### src/rtl/debounce_defs.sv
// Shared definitions for the input debouncer: FSM state encodings and counter sizing.
package debounce_defs;

  typedef enum logic [1:0] {
    STABLE_LO = 2'b00,
    WAIT_HI   = 2'b01,
    STABLE_HI = 2'b11,
    WAIT_LO   = 2'b10
  } deb_state_e;

  // Counter width able to hold 0 .. n-1 with one bit of headroom.
  function automatic int unsigned cnt_w(input int unsigned n);
    return $clog2(n) + 1;
  endfunction

endpackage

### src/rtl/sync_chain.sv
// Multi-flop synchronizer for one asynchronous bit; clears synchronously on reset.
module sync_chain #(
  parameter int unsigned STAGES = 2
) (
  input  logic clk,
  input  logic reset,
  input  logic d,
  output logic q
);

  logic [STAGES-1:0] s_q;

  always_ff @(posedge clk) begin
    if (reset) begin
      s_q <= '0;
    end else begin
      s_q <= {s_q[STAGES-2:0], d};
    end
  end

  assign q = s_q[STAGES-1];

endmodule

### src/rtl/input_debouncer.sv
// Debounces a raw asynchronous input into a clean level plus one-cycle rise/fall pulses.
module input_debouncer
  import debounce_defs::*;
#(
  parameter int unsigned SYNC_STAGES     = 2,
  parameter int unsigned DEBOUNCE_CYCLES = 4,
  parameter int unsigned CNT_W           = cnt_w(DEBOUNCE_CYCLES)
) (
  input  logic clk,
  input  logic reset,
  input  logic din,
  output logic dout,
  output logic rise,
  output logic fall,
  output logic busy
);

  localparam logic [CNT_W-1:0] CNT_LAST = CNT_W'(DEBOUNCE_CYCLES - 1);
  localparam logic [CNT_W-1:0] CNT_ONE  = CNT_W'(1);

  logic       ss;
  deb_state_e state_q, state_d;
  logic [CNT_W-1:0] cnt_q, cnt_d;
  logic dout_q, dout_d;
  logic rise_q, rise_d;
  logic fall_q, fall_d;
  logic busy_q, busy_d;

  sync_chain #(
    .STAGES (SYNC_STAGES)
  ) u_sync (
    .clk   (clk),
    .reset (reset),
    .d     (din),
    .q     (ss)
  );

  always_ff @(posedge clk) begin
    if (reset) begin
      state_q <= STABLE_LO;
      cnt_q   <= '0;
      dout_q  <= 1'b0;
      rise_q  <= 1'b0;
      fall_q  <= 1'b0;
      busy_q  <= 1'b0;
    end else begin
      state_q <= state_d;
      cnt_q   <= cnt_d;
      dout_q  <= dout_d;
      rise_q  <= rise_d;
      fall_q  <= fall_d;
      busy_q  <= busy_d;
    end
  end

  // A reversal of ss always wins over acceptance, even on the last count.
  always_comb begin
    state_d = state_q;
    cnt_d   = cnt_q;
    dout_d  = dout_q;
    rise_d  = 1'b0;
    fall_d  = 1'b0;
    unique case (state_q)
      STABLE_LO: begin
        if (ss) begin
          state_d = WAIT_HI;
          cnt_d   = CNT_ONE;
        end
      end
      WAIT_HI: begin
        if (!ss) begin
          state_d = STABLE_LO;
          cnt_d   = '0;
        end else if (cnt_q == CNT_LAST) begin
          state_d = STABLE_HI;
          dout_d  = 1'b1;
          rise_d  = 1'b1;
          cnt_d   = '0;
        end else begin
          cnt_d = cnt_q + CNT_ONE;
        end
      end
      STABLE_HI: begin
        if (!ss) begin
          state_d = WAIT_LO;
          cnt_d   = CNT_ONE;
        end
      end
      WAIT_LO: begin
        if (ss) begin
          state_d = STABLE_HI;
          cnt_d   = '0;
        end else if (cnt_q == CNT_LAST) begin
          state_d = STABLE_LO;
          dout_d  = 1'b0;
          fall_d  = 1'b1;
          cnt_d   = '0;
        end else begin
          cnt_d = cnt_q + CNT_ONE;
        end
      end
      default: state_d = STABLE_LO;
    endcase
    // busy tracks the registered state, so it is computed from the next state here.
    busy_d = (state_d == WAIT_HI) || (state_d == WAIT_LO);
  end

  assign dout = dout_q;
  assign rise = rise_q;
  assign fall = fall_q;
  assign busy = busy_q;

endmodule
### config.mk
export PLATFORM = sky130hd
export DESIGN_NAME = input_debouncer
export DESIGN_NICKNAME = d
export VERILOG_FILES = /design/src/rtl/debounce_defs.sv /design/src/rtl/sync_chain.sv /design/src/rtl/input_debouncer.sv
export SDC_FILE = /design/constraint.sdc
export NUM_CORES = 1
export LEC_CHECK = 0
export CORE_MARGIN = 8
export CORE_UTILIZATION = 36
export CTS_CLUSTER_DIAMETER = 60
export DETAILED_ROUTE_END_ITERATION = 8
export HOLD_SLACK_MARGIN = 0.03
export SYNTH_ARGS = -nofsm -noshare
export SYNTH_HDL_FRONTEND = slang
export SYNTH_SLANG_ARGS = --single-unit
export TNS_END_PERCENT = 20
### constraint.sdc
create_clock -name clk -period 1.79 [get_ports clk]
set_clock_uncertainty 0.1 [all_clocks]
set_input_delay 0.2685 -clock clk [delete_from_list [all_inputs] [get_ports clk]]
set_output_delay 0.2685 -clock clk [all_outputs]
set_load 0.02 [all_outputs]
-- Yosys cells after proc, flatten, opt, wreduce, memory -nomap -nowiden
Index checks and enable logic that the tools add are counted.
- flip-flop bits (word level): 11
- bits in latches: 0
- RAM bits: 0
- bits in read-only memories: 0
- input port bits: 3
- memories: 0
- add/sub/neg operators: 1
- multipliers: 0
- divide/modulo/power cells: 0
- order comparisons: 0
- equality and inequality tests: 12
- shift operators: 0
- muxes and demuxes: 19
- bitwise logic cells: 3
- reduce and logical (&&, ||, !) cells: 7
- operator list (kind ; count):
    2-to-1 mux 3 bit ; 5
    2-to-1 mux 2 bit ; 6
    case mux 3 bit (4 select lines) ; 1
    inequality test 2 bit (second input constant) ; 4
    case mux 2 bit (4 select lines) ; 1
    == test 2 bit (second input constant) ; 3
    OR reduction 3 bit ; 2
    2-to-1 mux 1 bit ; 5
    AND reduction 5 bit ; 1
    == test 2 x 1 -> 1 bit (second input constant) ; 2
    inequality test 2 x 1 -> 1 bit (second input constant) ; 2
    adder 3 x 1 -> 3 bit (second input constant) ; 1
    == test 3 x 2 -> 1 bit (second input constant) ; 1
    NOT 1 bit ; 3
    logical NOT 2 bit ; 1
    case mux 1 bit (2 select lines) ; 1
    AND reduction 2 bit ; 1
    nonzero test 2 bit ; 1
    logical OR 1 bit ; 1

-- Longest topological paths before layout
Gate-level depths: netlist (run 1).
- depth after elaboration: 6
- gate-level depth with buffers: 7
- depth with buffers taken out: 7

-- Cells and area by module
A second synthesis (run 1) with hierarchy kept.
- cells, all modules: 62
- area, all modules: 588.1 µm²
- by module, submodules not included (module ; instances ; cells an instance ; area an instance (µm²) ; seq. area each (µm²)):
    input_debouncer ; 1 ; 58 ; 535.5 ; 180.2
    sync_chain ; 1 ; 4 ; 52.6 ; 40.0

-- Worst setup path before layout (run 1)
Ideal clock, no wire load.
- path kind: reg-to-reg
- start point: reg state_q[1]
- end point: reg busy_q, in the netlist busy
- arrival: 1.569 ns
- data required time: 1.576 ns
- path slack: 0.007 ns
- stages on the path, launching flop included: 8
- buffers on the path: 0
- cell sequence: dfxtp_1 > inv_1 > ha_1 > o41a_1 > nor3_2 > a311oi_2 > xor2_1 > nor2_1
- longest elaborated chain between the ends: 5
- elaborated cells on any way between the ends: 14
- ends and longest elaborated chain (item ; line ; text):
    start: declaration ; input_debouncer.sv:22 ; deb_state_e state_q, state_d;
    start signal: assignment ; input_debouncer.sv:47 ; state_q <= state_d;
    2-to-1 mux 2 bit (on tied branches) ; input_debouncer.sv:93, input_debouncer.sv:74 ;
    2-to-1 mux 2 bit (on tied branches) ; input_debouncer.sv:90, input_debouncer.sv:71 ;
    case mux 2 bit (4 select lines) (*) ; input_debouncer.sv:63 ; unique case (state_q)
    == test 2 x 1 -> 1 bit or == test 2 bit (tied branches) ; input_debouncer.sv:105 ; busy_d = (state_d == WAIT_HI) || (state_d == WAIT_LO);
    logical OR 1 bit (*) ; input_debouncer.sv:105 ;
    end signal: assignment ; input_debouncer.sv:52 ; busy_q <= busy_d;
    end: declaration ; input_debouncer.sv:27 ; logic busy_q, busy_d;
Mark *: on every way between the ends. The rest lies on a longest branch, timed or not.
A chain may end at the register's enable or synchronous reset.

-- Worst setup path in the final report (run 1)
- start point: reg state_q[0]
- end point: reg busy_q, in the netlist busy
The elaborated chain is that of the path after synthesis.

==> results of run 1 <==
[metrics by stage]
stage | setup WS, ps | instance area, um2
detailed placement | -80.47 | 773.2
global route | -75.76 | 839.6
CTS | 2.123 | 834.6
finish | -5.699 | 839.6
floorplan | 7.134 | 613.1
global placement | -48.13 | 773.2
[worst paths after layout]
kind / cells after the start / start / slack (ps) / to
worst max register to register: 7 / state_q[0]$_SDFF_PP0_ / -6 / busy$_SDFF_PP0_
worst max-delay path: 7 / state_q[0]$_SDFF_PP0_ / -6 / busy$_SDFF_PP0_
worst min register to register: 1 / u_sync.s_q[0]$_SDFF_PP0_ / 350 / u_sync.s_q[1]$_SDFF_PP0_
worst min-delay path: 1 / u_sync.s_q[0]$_SDFF_PP0_ / 350 / u_sync.s_q[1]$_SDFF_PP0_
[sequential cells by signal (all words and copies together) (netlist names)]
| signal | flops |
|---|---|
| cnt_q | 3 |
| fall | 1 |
| rise | 1 |
| state_q | 2 |
| u_sync.s_q | 2 |
| dout | 1 |
| busy | 1 |
[layout make-up]
class / instances / area (um2)
fill: 153 / 830.8
multi-input combinational: 50 / 387.9
sequential: 11 / 225.2
timing repair buffer: 19 / 157.7
clock buffer: 4 / 26.28
inverter: 5 / 21.27
tap: 17 / 21.27
[Yosys cell counts]
cell	count	area share, %
buf_4	1	1.2
inv_1	5	3.1
o41a_1	1	1.8
a311oi_2	1	2.4
or3_1	2	2.0
a211oi_1	1	1.2
o21ai_0	1	0.82
a32o_1	1	1.6
o21ai_1	1	0.82
nor3_1	4	3.3
buf_6	1	1.8
nand2b_1	2	2.0
a21oi_1	3	2.4
nor2b_1	5	5.1
a31oi_1	2	2.0
nor3_2	1	1.6
nand2_1	6	3.7
o211ai_1	1	1.2
ha_1	6	12
nor2_1	5	3.1
mux2i_1	1	1.6
and3b_2	1	1.6
xor2_1	1	1.4
nand4_1	1	1.0
nand2b_4	1	2.2
dfxtp_1	11	36
and3b_1	1	1.4
o22ai_1	1	1.0
[repair_timing]
item	CTS	global route
pin swaps	4	2
setup endpoints to repair	2	2
gates resized for setup	11	2
buffers inserted	0	0
[cell families (layout without fill, tap and decap cells)]
| group | count (synthesis) | count (layout) | share of synthesized area [%] |
|---|---|---|---|
| buffers and inverters | 7 | 28 | 6.123 |
| AO/OA/AOI/OAI | 13 | 13 | 15.51 |
| multiplexers | 1 | 1 | 1.633 |
| flip-flops | 11 | 11 | 35.92 |
| AND/OR/NAND/NOR | 29 | 29 | 27.14 |
| adder cells (fa/ha/maj) | 6 | 6 | 12.24 |
| XOR/XNOR | 1 | 1 | 1.429 |
[per-layer routing]
layer,vias up,global-route usage (%),share of wire (%),wire length [um]
li1,279,-,-,-
met1,253,9.439,43,602
met2,7,15.78,53,746
met3,2,2.915,2.8,39
met4,0,8.571,1.8,25
met5,-,0,0,0
[critical path: cells and delay by family, from the launching register on]
kind                     cells  cell delay [ps]
AO/OA/AOI/OAI                2              530
XOR/XNOR                     1              150
adder cells (fa/ha/maj)      1              170
buffers and inverters        1               50
flip-flops                   1              390
AND/OR/NAND/NOR              2              280
[power by group]
| part | switching (mW) | internal [mW] |
|---|---|---|
| clock network | 0.0808 | 0.0861 |
| registers | 0.00784 | 0.252 |
| logic | 0.0319 | 0.0363 |
| total | 0.121 | 0.374 |
==> run summary, run 1 <==
The antenna diode count came out at 0. Clock-pin slew was measured on the worst setup and hold paths at 70 ps. Highest net fanout along the worst path: 5. The yosys synthesis warning count was 0; the pin count of the biggest net entering global routing was 12. The die is 57.27 um wide. Average wire per cell in the routed design: 13.35 um.

In the routed layout, each cell is associated on average with a via count of 5.104. VDD sags by at most 489.2 uV. Cell total after placement: 102. 7 I/O pins were placed. The height of the die was 57.27 um.

The largest single stage delay on the critical path is 450 ps. The clock net in this run drives a total of 11 sinks. After synthesis, the mean cell area works out to 9.016 um2. The tightest hold path in the finished design has a slack of 349.2 ps. The run gives 106 as the count of non-filler cells in the finished layout. The logs give 0 for the final max-slew violation count and 1840 ps for the worst endpoint data arrival time. Summed over all nets, the half-perimeter wirelength after detailed placement is 1039 um.

The shortest period the worst path allows is 1796 ps. Counting every instance in the synthesized netlist gives 68. In this run the core area contains 15 standard-cell rows. Timing would allow up to 0.5569 GHz.

For the worst setup path, the data required time is 1830 ps. The number of hold-slack violations in the final timing report came out at 0. The die area is 3279 um2. For the number of iterations in the first detailed-routing pass, the log shows 4.

The critical path is of the flop to flop type. The checks that failed: negative setup slack. Count of final setup violators: 1. The initial antenna violation count came out at 0.

The first global-routing pass estimated 2311 um of wire. The clock tree root driver cell is clkbuf_4. The residual DRC count is 0, and the count of vias placed by the detailed router is 541. For the sum of internal, switching and leakage power, the log shows 494.9 uW. The critical path endpoint category is a flop.

The number of nets in the final layout is 99, and the worst setup slack after layout is -5.699 ps. The flow ran to the end, but the final reports show violations. The post-detailed-routing wire length was 1415 um; the final setup TNS was -5.699 ps. The longest clock path from root to sink contains 2 buffers. The run gives 613.1 um2 as the synthesized area. The number of port buffers was 6. In this run the worst hold path is classified as flop to flop.

The share of the clock period used by the worst path came out at 100.3%. Global routing finished with a remaining overflow of 0. The critical-path cell with the highest stage delay was o41a_1. Across the run, the number of max-cap violations was 0. The most common cell after layout, fill and taps aside was buf_4. For the net count of the mapped netlist, the log shows 77. The area growth from synthesis to layout is 36.94%.

At the end of routability-driven placement, the weighted congestion stood at 0.7901. The run gives 72.68% as the headroom to the max-slew limit. Once detail routing completed, the nets flagged for antenna violations numbered 0. Hold repair after CTS inserted 0 buffers. The region available for standard cell placement spans 1670 um2.

Initial cell density of the core: 36.70%. The detailed router finished its first iteration with 4 violations. For this run, the share of the core covered by cells in the final layout is 50.26%. The tools report the via count of the first global-routing pass as 514. The count of distinct cell types in the synthesized netlist was 28; the share of layout cells above drive strength 1 was 32.58%.

For the latest clock arrival within the worst-skew pair, the log shows 260 ps. The top cell types in the final layout, fill and taps aside, are buf_4 (13), dfxtp_1 (9), nand2_1 (6), clkdlybuf4s50_1 (6), nor2_1 (5). The worst setup path is launched from a flop. Setup repair after global routing could not meet its margin everywhere. For the total routing usage reported by global routing, the log shows 9.552%.

Synthesis inferred 11 register bits. After synthesis, flip-flops and latches occupy 35.92% of the total area. The power density over the cells was 589.4 nW/um2; the number of CTS-inserted buffers was 3. The CTS H-tree depth was 1.

The critical path goes through inv_4 -> ha_4 -> o41a_1 -> nor3_2 -> a311oi_2 -> xor2_1 -> nor2_1. TritonCTS built the clock tree. The pin slew with the least headroom to its limit is 408.5 ps, and the leakage power of the design is 0.3227 nW.
Power figures use the tool's default switching activity.
==> run 2, diff against run 1 <==
--- a/config.mk
+++ b/config.mk
@@ -9,6 +9,7 @@
 export CORE_UTILIZATION = 36
 export CTS_CLUSTER_DIAMETER = 60
 export DETAILED_ROUTE_END_ITERATION = 8
+export GPL_TIMING_DRIVEN = 0
 export HOLD_SLACK_MARGIN = 0.03
 export SYNTH_ARGS = -nofsm -noshare
 export SYNTH_HDL_FRONTEND = slang
==> run 2 against run 1 <==
Net effect: the flow still finishes with violations (negative setup slack); via count down 4.3%; sequential power about the same; die area unchanged; wire length down 13%; worst hold slack worse by 5.9 ps; sequential share of layout area up 1.6 points; non-clock buffer count down 8; final cell count down 7.5%; flip-flop and latch count unchanged; critical path depth unchanged; critical endpoint unchanged; largest cell class unchanged.
==> run summary, run 2 (synthesized netlist as in run 1, its figures left out) <==
The run finished, with violations left. The checks that failed: negative setup slack. Setup repair after global routing could not meet its margin everywhere.

The largest registers in the layout are cnt_q: 3 flops, state_q: 2 flops, u_sync.s_q: 2 flops. Across the run, the number of max-cap violations was 0. The register with the most flip-flops in the layout has 3 of them.

The via count of the first global-routing pass was 494; the per-cell via count in the routed design was 5.286. The floorplan has 15 rows. The number of hold-slack violations in the final timing report is 0. Clock-pin slew was measured on the worst setup and hold paths at 70 ps. The logs give 2 for the maximum clock path buffer count and 1850 ps for the endpoint required time on the critical path.

The final setup TNS was -24.03 ps; the core area was 1670 um2. The layout-stage area growth over the synthesis result was 29.39%. Leaving out fill and tap cells, the most frequent cells in the layout are dfxtp_1 (9), nand2_1 (6), clkdlybuf4s50_1 (6), nor2_1 (5), nor2b_1 (5). The run gives 1 as the CTS H-tree depth.

The global-route congestion overflow total is 0, and the worst supply voltage drop on vdd is 342.6 uV. The critical path in this run is classified as flop to flop. In the final design database the tool counted 91 nets. Cells with a size suffix above 1 make up 24.69% of the layout. The smallest clock period supported by the final layout is computed as 1814 ps.

TritonCTS built the clock tree. The design draws 490.5 uW. In this run the horizontal extent of the chip is 57.27 um. The later pin in the worst-skew pair is clocked with a latency of 260 ps. The logs give 11 for the pin count of the biggest net entering global routing and 11 for the first-iteration detailed-routing DRC count. The root buffer cell chosen for the clock tree is clkbuf_4. The most common cell after layout, fill and taps aside was dfxtp_1. For this configuration, the core starts out at a cell density of 36.70%. The placed wire-length estimate after detailed placement was 893 um; the count of vias placed by the detailed router was 518.

Clock tree synthesis inserted a total of 3 buffers. Wire segments on met3 add up to 20 um in the final route. The worst setup slack after layout was -24.03 ps. The number of antenna diodes in the final layout is 0. The clock net in this run drives a total of 11 sinks.

The run gives 0 as the residual DRC count. The path class of the tightest hold or removal check is flop to flop. After detailed routing, the average wire length per cell comes to 12.62 um. At the pin with the least slew margin, the transition time is 294.8 ps. The share of the clock period used by the worst path works out to 101.3%. Routability-driven placement finished with a final weighted congestion of 0.7456. Signal routing reaches up to met4. Highest net fanout along the worst path: 3.

STA classifies the critical path endpoint as a flop. Summed over all cells, the static leakage comes to 0.2923 nW. The tools report the final max-slew violation count as 0. The floorplan step defined a die boundary enclosing 3279 um2. The worst endpoint data arrival time was 1870 ps; the height of the die was 57.27 um.

Sum of met2 wire segment lengths after detailed routing: 629 um. The tools report the category of the worst setup path launch point as a flop. The count of nets left with antenna violations once routing finished came out at 0. Global routing used 8.322% of the available tracks. The number of iterations in the first detailed-routing pass was 2; the worst setup timing slack at the placement stage was -196.8 ps. The count of pins on the block boundary is 7. The count of buffers added on input and output ports is 6.

The first global-routing pass estimated 2201 um of wire. The power density over the cells was 618.4 nW/um2; the cell total after placement was 91. The worst pin sits at a relative slew slack of 79.95%. After detailed routing, the total wire length is 1237 um.

Initial antenna violation count: 0. Timing would allow up to 0.5513 GHz. The count of final setup violators is 1, and the count of non-filler cells in the finished layout is 98.

The detailed router put a total of 578 um of wire on met1. More flip-flops sit in one register than any other, and that register is cnt_q. For the count of hold buffers inserted by post-cts repair, the log shows 0.
-- run 2: per-stage QoR --
step                utilization [%]  hold WS [ps]  instance area [um2]
floorplan                         -         296.7                613.1
global placement              41.57         328.3                694.4
detailed placement            41.57         327.2                694.4
CTS                           47.27         350.6                789.5
global route                  47.49         379.8                793.3
finish                        47.49         343.3                793.3
-- run 2: worst paths after layout --
check             slack (ps)                      from                        to  depth (start not counted)
setup reg to reg         -20     state_q[0]$_SDFF_PP0_           busy$_SDFF_PP0_                          7
setup / recovery         -20     state_q[0]$_SDFF_PP0_           busy$_SDFF_PP0_                          7
hold / removal           340  u_sync.s_q[0]$_SDFF_PP0_  u_sync.s_q[1]$_SDFF_PP0_                          1
hold reg to reg          340  u_sync.s_q[0]$_SDFF_PP0_  u_sync.s_q[1]$_SDFF_PP0_                          1
-- run 2: report_power, final --
part | switching [mW] | leakage, nW | total, mW | internal [mW]
combinational | 0.0335 | 0.187 | 0.0667 | 0.0332
clock | 0.0807 | 0.0150 | 0.167 | 0.0861
sequential | 0.00529 | 0.0908 | 0.257 | 0.252
-- run 2: layer usage --
metal	track usage [%]	up-vias
met5	0	-
met4	4.286	0
met3	2.018	2
met2	13.53	2
met1	9.834	250
li1	-	264
-- run 2: final cells by class --
cell class	instances	area [um2]
buffer	2	18.77
fill	162	877.1
tap	17	21.27
multi-input combinational	50	396.6
sequential	11	225.2
timing repair buffer	9	82.58
inverter	5	22.52
clock buffer	4	26.28
-- run 2: critical path, stage by stage, from the launching register on --
cell and delay, ps:
dfxtp_4 370, clkinvlp_4 140, ha_4 190, o41a_1 460, o21ai_1 110, a311oi_2 130
xor2_1 160, nor2_1 50
-- run 2: timing repair --
item | in CTS | in global routing
pin swaps | 5 | 0
gates resized for setup | 11 | 1
endpoints found under the setup margin | 2 | 3
buffers inserted | 3 | 0
